### src/rtl/stride_prefetcher.sv
// Single-stream stride prefetcher: learns a constant line stride from demand
// misses and pushes DEGREE line-aligned prefetch addresses into a queue.
module stride_prefetcher #(
    parameter int ADDR_WIDTH   = 32,
    parameter int BLOCK_OFFSET = 6,
    parameter int DEGREE       = 2,
    parameter int CONF_MAX     = 3,
    parameter int CONF_THRESH  = 2
) (
    input  logic                  clk,
    input  logic                  reset,
    input  logic                  miss_valid,
    input  logic [ADDR_WIDTH-1:0] miss_addr,
    input  logic                  queue_full,
    output logic                  pf_push,
    output logic [ADDR_WIDTH-1:0] pf_addr,
    output logic                  busy
);

    localparam int B  = ADDR_WIDTH - BLOCK_OFFSET;
    localparam int CW = $clog2(CONF_MAX + 1);
    localparam int IW = $clog2(DEGREE + 1);

    localparam logic [CW-1:0] CONF_MAX_C    = CW'(CONF_MAX);
    localparam logic [CW-1:0] CONF_THRESH_C = CW'(CONF_THRESH);
    localparam logic [IW-1:0] DEGREE_C      = IW'(DEGREE);

    typedef enum logic [1:0] {
        IDLE  = 2'd0,
        TRAIN = 2'd1,
        ISSUE = 2'd2
    } state_e;

    state_e        state_q, state_d;
    logic [B-1:0]  last_blk_q, last_blk_d;
    logic [B-1:0]  stride_q, stride_d;
    logic [CW-1:0] conf_q, conf_d;
    logic [B-1:0]  next_blk_q, next_blk_d;
    logic [IW-1:0] issue_cnt_q, issue_cnt_d;

    logic [B-1:0]  blk;
    logic [B-1:0]  delta;
    logic [CW-1:0] conf_upd;
    logic          unused_low_bits;

    assign blk             = miss_addr[ADDR_WIDTH-1:BLOCK_OFFSET];
    assign delta           = blk - last_blk_q;
    assign unused_low_bits = ^miss_addr[BLOCK_OFFSET-1:0];

    assign pf_push = (state_q == ISSUE) && !queue_full;
    assign pf_addr = {next_blk_q, {BLOCK_OFFSET{1'b0}}};
    assign busy    = (state_q == ISSUE);

    always_comb begin
        state_d     = state_q;
        last_blk_d  = last_blk_q;
        stride_d    = stride_q;
        conf_d      = conf_q;
        next_blk_d  = next_blk_q;
        issue_cnt_d = issue_cnt_q;
        conf_upd    = conf_q;

        unique case (state_q)
            IDLE: begin
                if (miss_valid) begin
                    last_blk_d = blk;
                    stride_d   = '0;
                    conf_d     = '0;
                    state_d    = TRAIN;
                end
            end
            TRAIN, ISSUE: begin
                if (pf_push) begin
                    next_blk_d  = next_blk_q + stride_q;
                    issue_cnt_d = issue_cnt_q + 1'b1;
                    if (issue_cnt_q + 1'b1 == DEGREE_C) begin
                        state_d = TRAIN;
                    end
                end
                // Same-line misses carry no stride information.
                if (miss_valid && (delta != '0)) begin
                    if (delta == stride_q) begin
                        conf_upd = (conf_q == CONF_MAX_C) ? conf_q
                                                          : conf_q + 1'b1;
                    end else begin
                        conf_upd = '0;
                        stride_d = delta;
                    end
                    conf_d     = conf_upd;
                    last_blk_d = blk;
                    if (conf_upd >= CONF_THRESH_C) begin
                        state_d     = ISSUE;
                        next_blk_d  = blk + delta;
                        issue_cnt_d = '0;
                    end else begin
                        state_d = TRAIN;
                    end
                end
            end
            default: begin
                state_d = IDLE;
            end
        endcase
    end

    always_ff @(posedge clk) begin
        if (reset) begin
            state_q     <= IDLE;
            last_blk_q  <= '0;
            stride_q    <= '0;
            conf_q      <= '0;
            next_blk_q  <= '0;
            issue_cnt_q <= '0;
        end else begin
            state_q     <= state_d;
            last_blk_q  <= last_blk_d;
            stride_q    <= stride_d;
            conf_q      <= conf_d;
            next_blk_q  <= next_blk_d;
            issue_cnt_q <= issue_cnt_d;
        end
    end

endmodule

### config.mk
export PLATFORM = sky130hd
export DESIGN_NAME = stride_prefetcher
export DESIGN_NICKNAME = d
export VERILOG_FILES = /design/src/rtl/stride_prefetcher.sv
export SDC_FILE = /design/constraint.sdc
export NUM_CORES = 1
export LEC_CHECK = 0
export ABC_AREA = 1
export BUFFER_PORTS_ARGS = -buffer_cell sky130_fd_sc_hd__buf_2
export CELL_PAD_IN_SITES_DETAIL_PLACEMENT = 1
export CELL_PAD_IN_SITES_GLOBAL_PLACEMENT = 1
export CORE_ASPECT_RATIO = 1.2
export CORE_MARGIN = 3
export CORE_UTILIZATION = 43
export CTS_CLUSTER_SIZE = 10
export DETAILED_ROUTE_END_ITERATION = 16
export GPL_ROUTABILITY_DRIVEN = 1
export PLACE_DENSITY = 0.8
export SYNTH_ARGS = -nofsm -noshare
export SYNTH_HDL_FRONTEND = slang
export SYNTH_SLANG_ARGS = --single-unit
### constraint.sdc
create_clock -name clk -period 4.23 [get_ports clk]
set_clock_uncertainty 0.05 [all_clocks]
set_input_delay 0.846 -clock clk [delete_from_list [all_inputs] [get_ports clk]]
set_output_delay 0.846 -clock clk [all_outputs]
set_load 0.02 [all_outputs]
==> impl_metrics.ini <==
[power_and_ir_drop]
switchingPower_uw = 3910
pwr-share-clk_pct = 11.9
comb_power_share_pct = 72.9
switching_share_pct = 52.1
p_per_area_mw_per_mm2 = 671
sequentialPowerShare_pct = 15.2
p_leak_uw = 0.00611
vdd.ir_drop.worst_mv = 0.272
p_int_uw = 3600

[worst_setup_path]
cp-start-kind = input port
crit_path_max_fanout = 4
cp_top_family = simple AND/OR/NAND/NOR gates
crit_top_cell = nand2_1
reg2reg_depth = 27
cp.required_ns = 4.41
slowest_delay_ns = 0.34
crit_path_top_delay_cell = ha_1
cp.arrival_ns = 4.29
ff2ff_setup_slack_ns = 0.38
worstReg2RegStart = last_blk_q[3]$_SDFFE_PP0P_
end_kind = flip-flop
critical_path_class = in2reg
reg2reg_to = next_blk_q[24]$_SDFFE_PP0P_
worst-path-buf-inv = 4

[clock_network]
cts-root-buf = clkbuf_16
clkLatencyLatePin_ns = 0.36
path_clk_slew_ns = 0.07
cts_tree = yes
clock_path_buffers = 2
cts_made_buffers = 9
cts_resized = 1
clock_sinks = 84
h-tree-depth = 3
cts.hold.buffers_added = 0
postCtsSetupRepairBufs = 0

[route]
drtPass1Iterations = 5
route.detailed.drc = 0
ant_nets = 0
vias_per_cell = 5.46
num_vias = 11100
drt_wl_total_mm = 35.1
drtIter0Drc = 583
wl_per_cell_um = 17.2

[timing]
rsz0062_at_grt = true
max_slew_margin_pct = 57.0
fmax_mhz = 243
period_needed_ns = 4.11
hold_violations = 0
period_share_pct = 97.3
worst_pin_slew_ns = 0.644
final-max-slew-violation-count = 0
setup_viol = 0

[floorplanning]
die_h_um = 167
start_util_pct = 43.9
dieArea_mm2 = 0.0233
num_rows = 58
coreArea_mm2 = 0.0210
fp.dieW_um = 140
io-pin-count = 70

[cells_and_area]
post-route-util_pct = 53.2
nets = 1883
fillers = 3003
antenna_cells = 0
areaGrowthSynthToFinish_pct = 21.1
drive_gt1_share_pct = 15.5
final_cells = 2039

[logic_synthesis]
synth_top_area_share_pct = 20.3
postSynthCellCount = 1594
postSynth.asyncResetShare_pct = 0
synth.most_common_cell = nand2_1
synth_top_cell_by_area = nand2_1
yosysUniqueCellTypes = 43
syn_area_mm2 = 0.00924
ys.flop_type = dfxtp_1
synth.area.top_cells = nand2_1 (20%), dfxtp_1 (18%), ha_1 (11%), inv_1 (10%), nand3_1 (7.9%)
synth_commonest_cells = nand2_1 (499), inv_1 (252), nand3_1 (145), a21oi_1 (121), nor2_1 (113)
syn_avg_cell_area_um2 = 5.80
yosysWarnings = 0
ys_ff_latch = 84
synth_edf_count = 0
seq_area_frac_synth_pct = 18.2

[global_route]
grt_pass1_vias = 11400
grt_remaining_overflow = 0
grt_use_total_pct = 29.2
grt_max_degree = 55
antenna_found_initial = 0
grt_pass1_wl_mm = 56.0

[placement]
placed_cells = 2024
dp_hpwl_mm = 27.9
gp_congestion = 0.977
numPortBuffers = 57

[flow_run]
cap_viol_max_count = 0

[hold_path]
min_path_type = reg2reg
holdPathEnd = last_blk_q[6]$_SDFFE_PP0P_
holdCritStartpoint = last_blk_q[6]$_SDFFE_PP0P_
min_path_cells = 2

[run_status]
status = completed
[layout make-up]
| class | count | area, µm² | area share (%) |
|---|---|---|---|
| Multi-Input combinational cell | 1214 | 6470 | 57.8 |
| Clock inverter | 4 | 73.8 | 0.659 |
| Sequential cell | 84 | 1680 | 15.0 |
| Timing Repair Buffer | 201 | 1430 | 12.8 |
| Tap cell | 270 | 338 | 3.02 |
| Clock buffer | 11 | 243 | 2.17 |
| Inverter | 255 | 957 | 8.55 |
[cells in the final DEF, fill, tap and decap left out, types with 3 or more instances in the layout]
cell       netlist  routed
xnor2_1         15      15
o21bai_1         4       4
o21ai_0         73      71
nand3b_1         8       8
xor2_1          24      24
a21o_1           6       6
nor2_2           1       7
a21boi_0         3       3
o22ai_1          9       9
conb_1           1       6
clkbuf_16        0       9
o21a_1           4       4
nand2_1        499     494
nor3_1           6       6
dfxtp_1         84      84
or2_2           11      11
buf_2           12      57
buf_12           0       5
inv_2            3       4
o22ai_2          9       9
a31oi_1          6       6
ha_1            79      77
a21oi_2          0       7
nor4_1           3       3
nand4_1         47      47
nor2_1         113     107
nand3_2          2       5
a21oi_1        121     114
buf_4            8     139
nand2_2          3       8
inv_1          252     251
nand3_1        145     142
[layer usage]
layer / global-route usage (%) / up-vias / wire length [µm]
li1: - / 5472 / -
met1: 35.7 / 5338 / 15200
met2: 52.9 / 248 / 17500
met3: 3.30 / 72 / 1350
met4: 10.1 / 0 / 1090
met5: 0 / - / 0
[worst max path at each step]
stage,start,end,slack (ns),depth (start not counted)
global placement,miss_addr[6],next_blk_q[24]$_SDFFE_PP0P_,-0.15,30
finish,miss_addr[10],next_blk_q[24]$_SDFFE_PP0P_,0.12,27
detailed placement,miss_addr[6],next_blk_q[24]$_SDFFE_PP0P_,-0.28,30
CTS,miss_addr[6],next_blk_q[25]$_SDFFE_PP0P_,0.02,25
floorplan,miss_addr[6],next_blk_q[24]$_SDFFE_PP0P_,0.38,28
global route,miss_addr[6],next_blk_q[25]$_SDFFE_PP0P_,-0.11,26
[power by group through the flow]
stage               Sequential [µW]  Combinational [µW]  Clock, µW
global placement               1140                5000          0
floorplan                      1080                3390          0
CTS                            1130                5330        908
finish                         1140                5470        894
detailed placement             1150                5230          0
global route                   1160                6070        933
[logic make-up after synthesis]
logic type	count (synthesis)	synth area share [%]
other	1	0.0406
buffers and inverters	301	12.8
and+or+nand+nor	844	39.0
DFF	84	18.2
adders and majority gates	82	11.3
xor gates and xnor gates	40	3.94
AOI/OAI and AO/OA	242	14.7
[through the flow]
step                TNS [ns]  area, µm²  setup slack, ns  hold WS, ns  power, µW
floorplan                  0       9260            0.380        0.383       4470
global placement      -0.364      10800           -0.145        0.392       6140
detailed placement     -1.77      10800           -0.282        0.401       6390
CTS                        0      11100           0.0221        0.410       7370
global route          -0.350      11200           -0.115        0.436       8160
finish                     0      11200            0.115        0.407       7510
[worst reg2reg max path: cells and delay by family (launching register included)]
family	cells	cell delay, ns
buf+inv	4	0.24
simple gates	17	1.84
flops	1	0.30
fa+ha+maj	2	0.64
compound gates	4	0.67
[state kept, by name (all words and copies together) (netlist names)]
register,cells
conf_q,2
issue_cnt_q,2
last_blk_q,26
next_blk_q,26
state_q,2
stride_q,26
(Power assumes the default switching activity.)
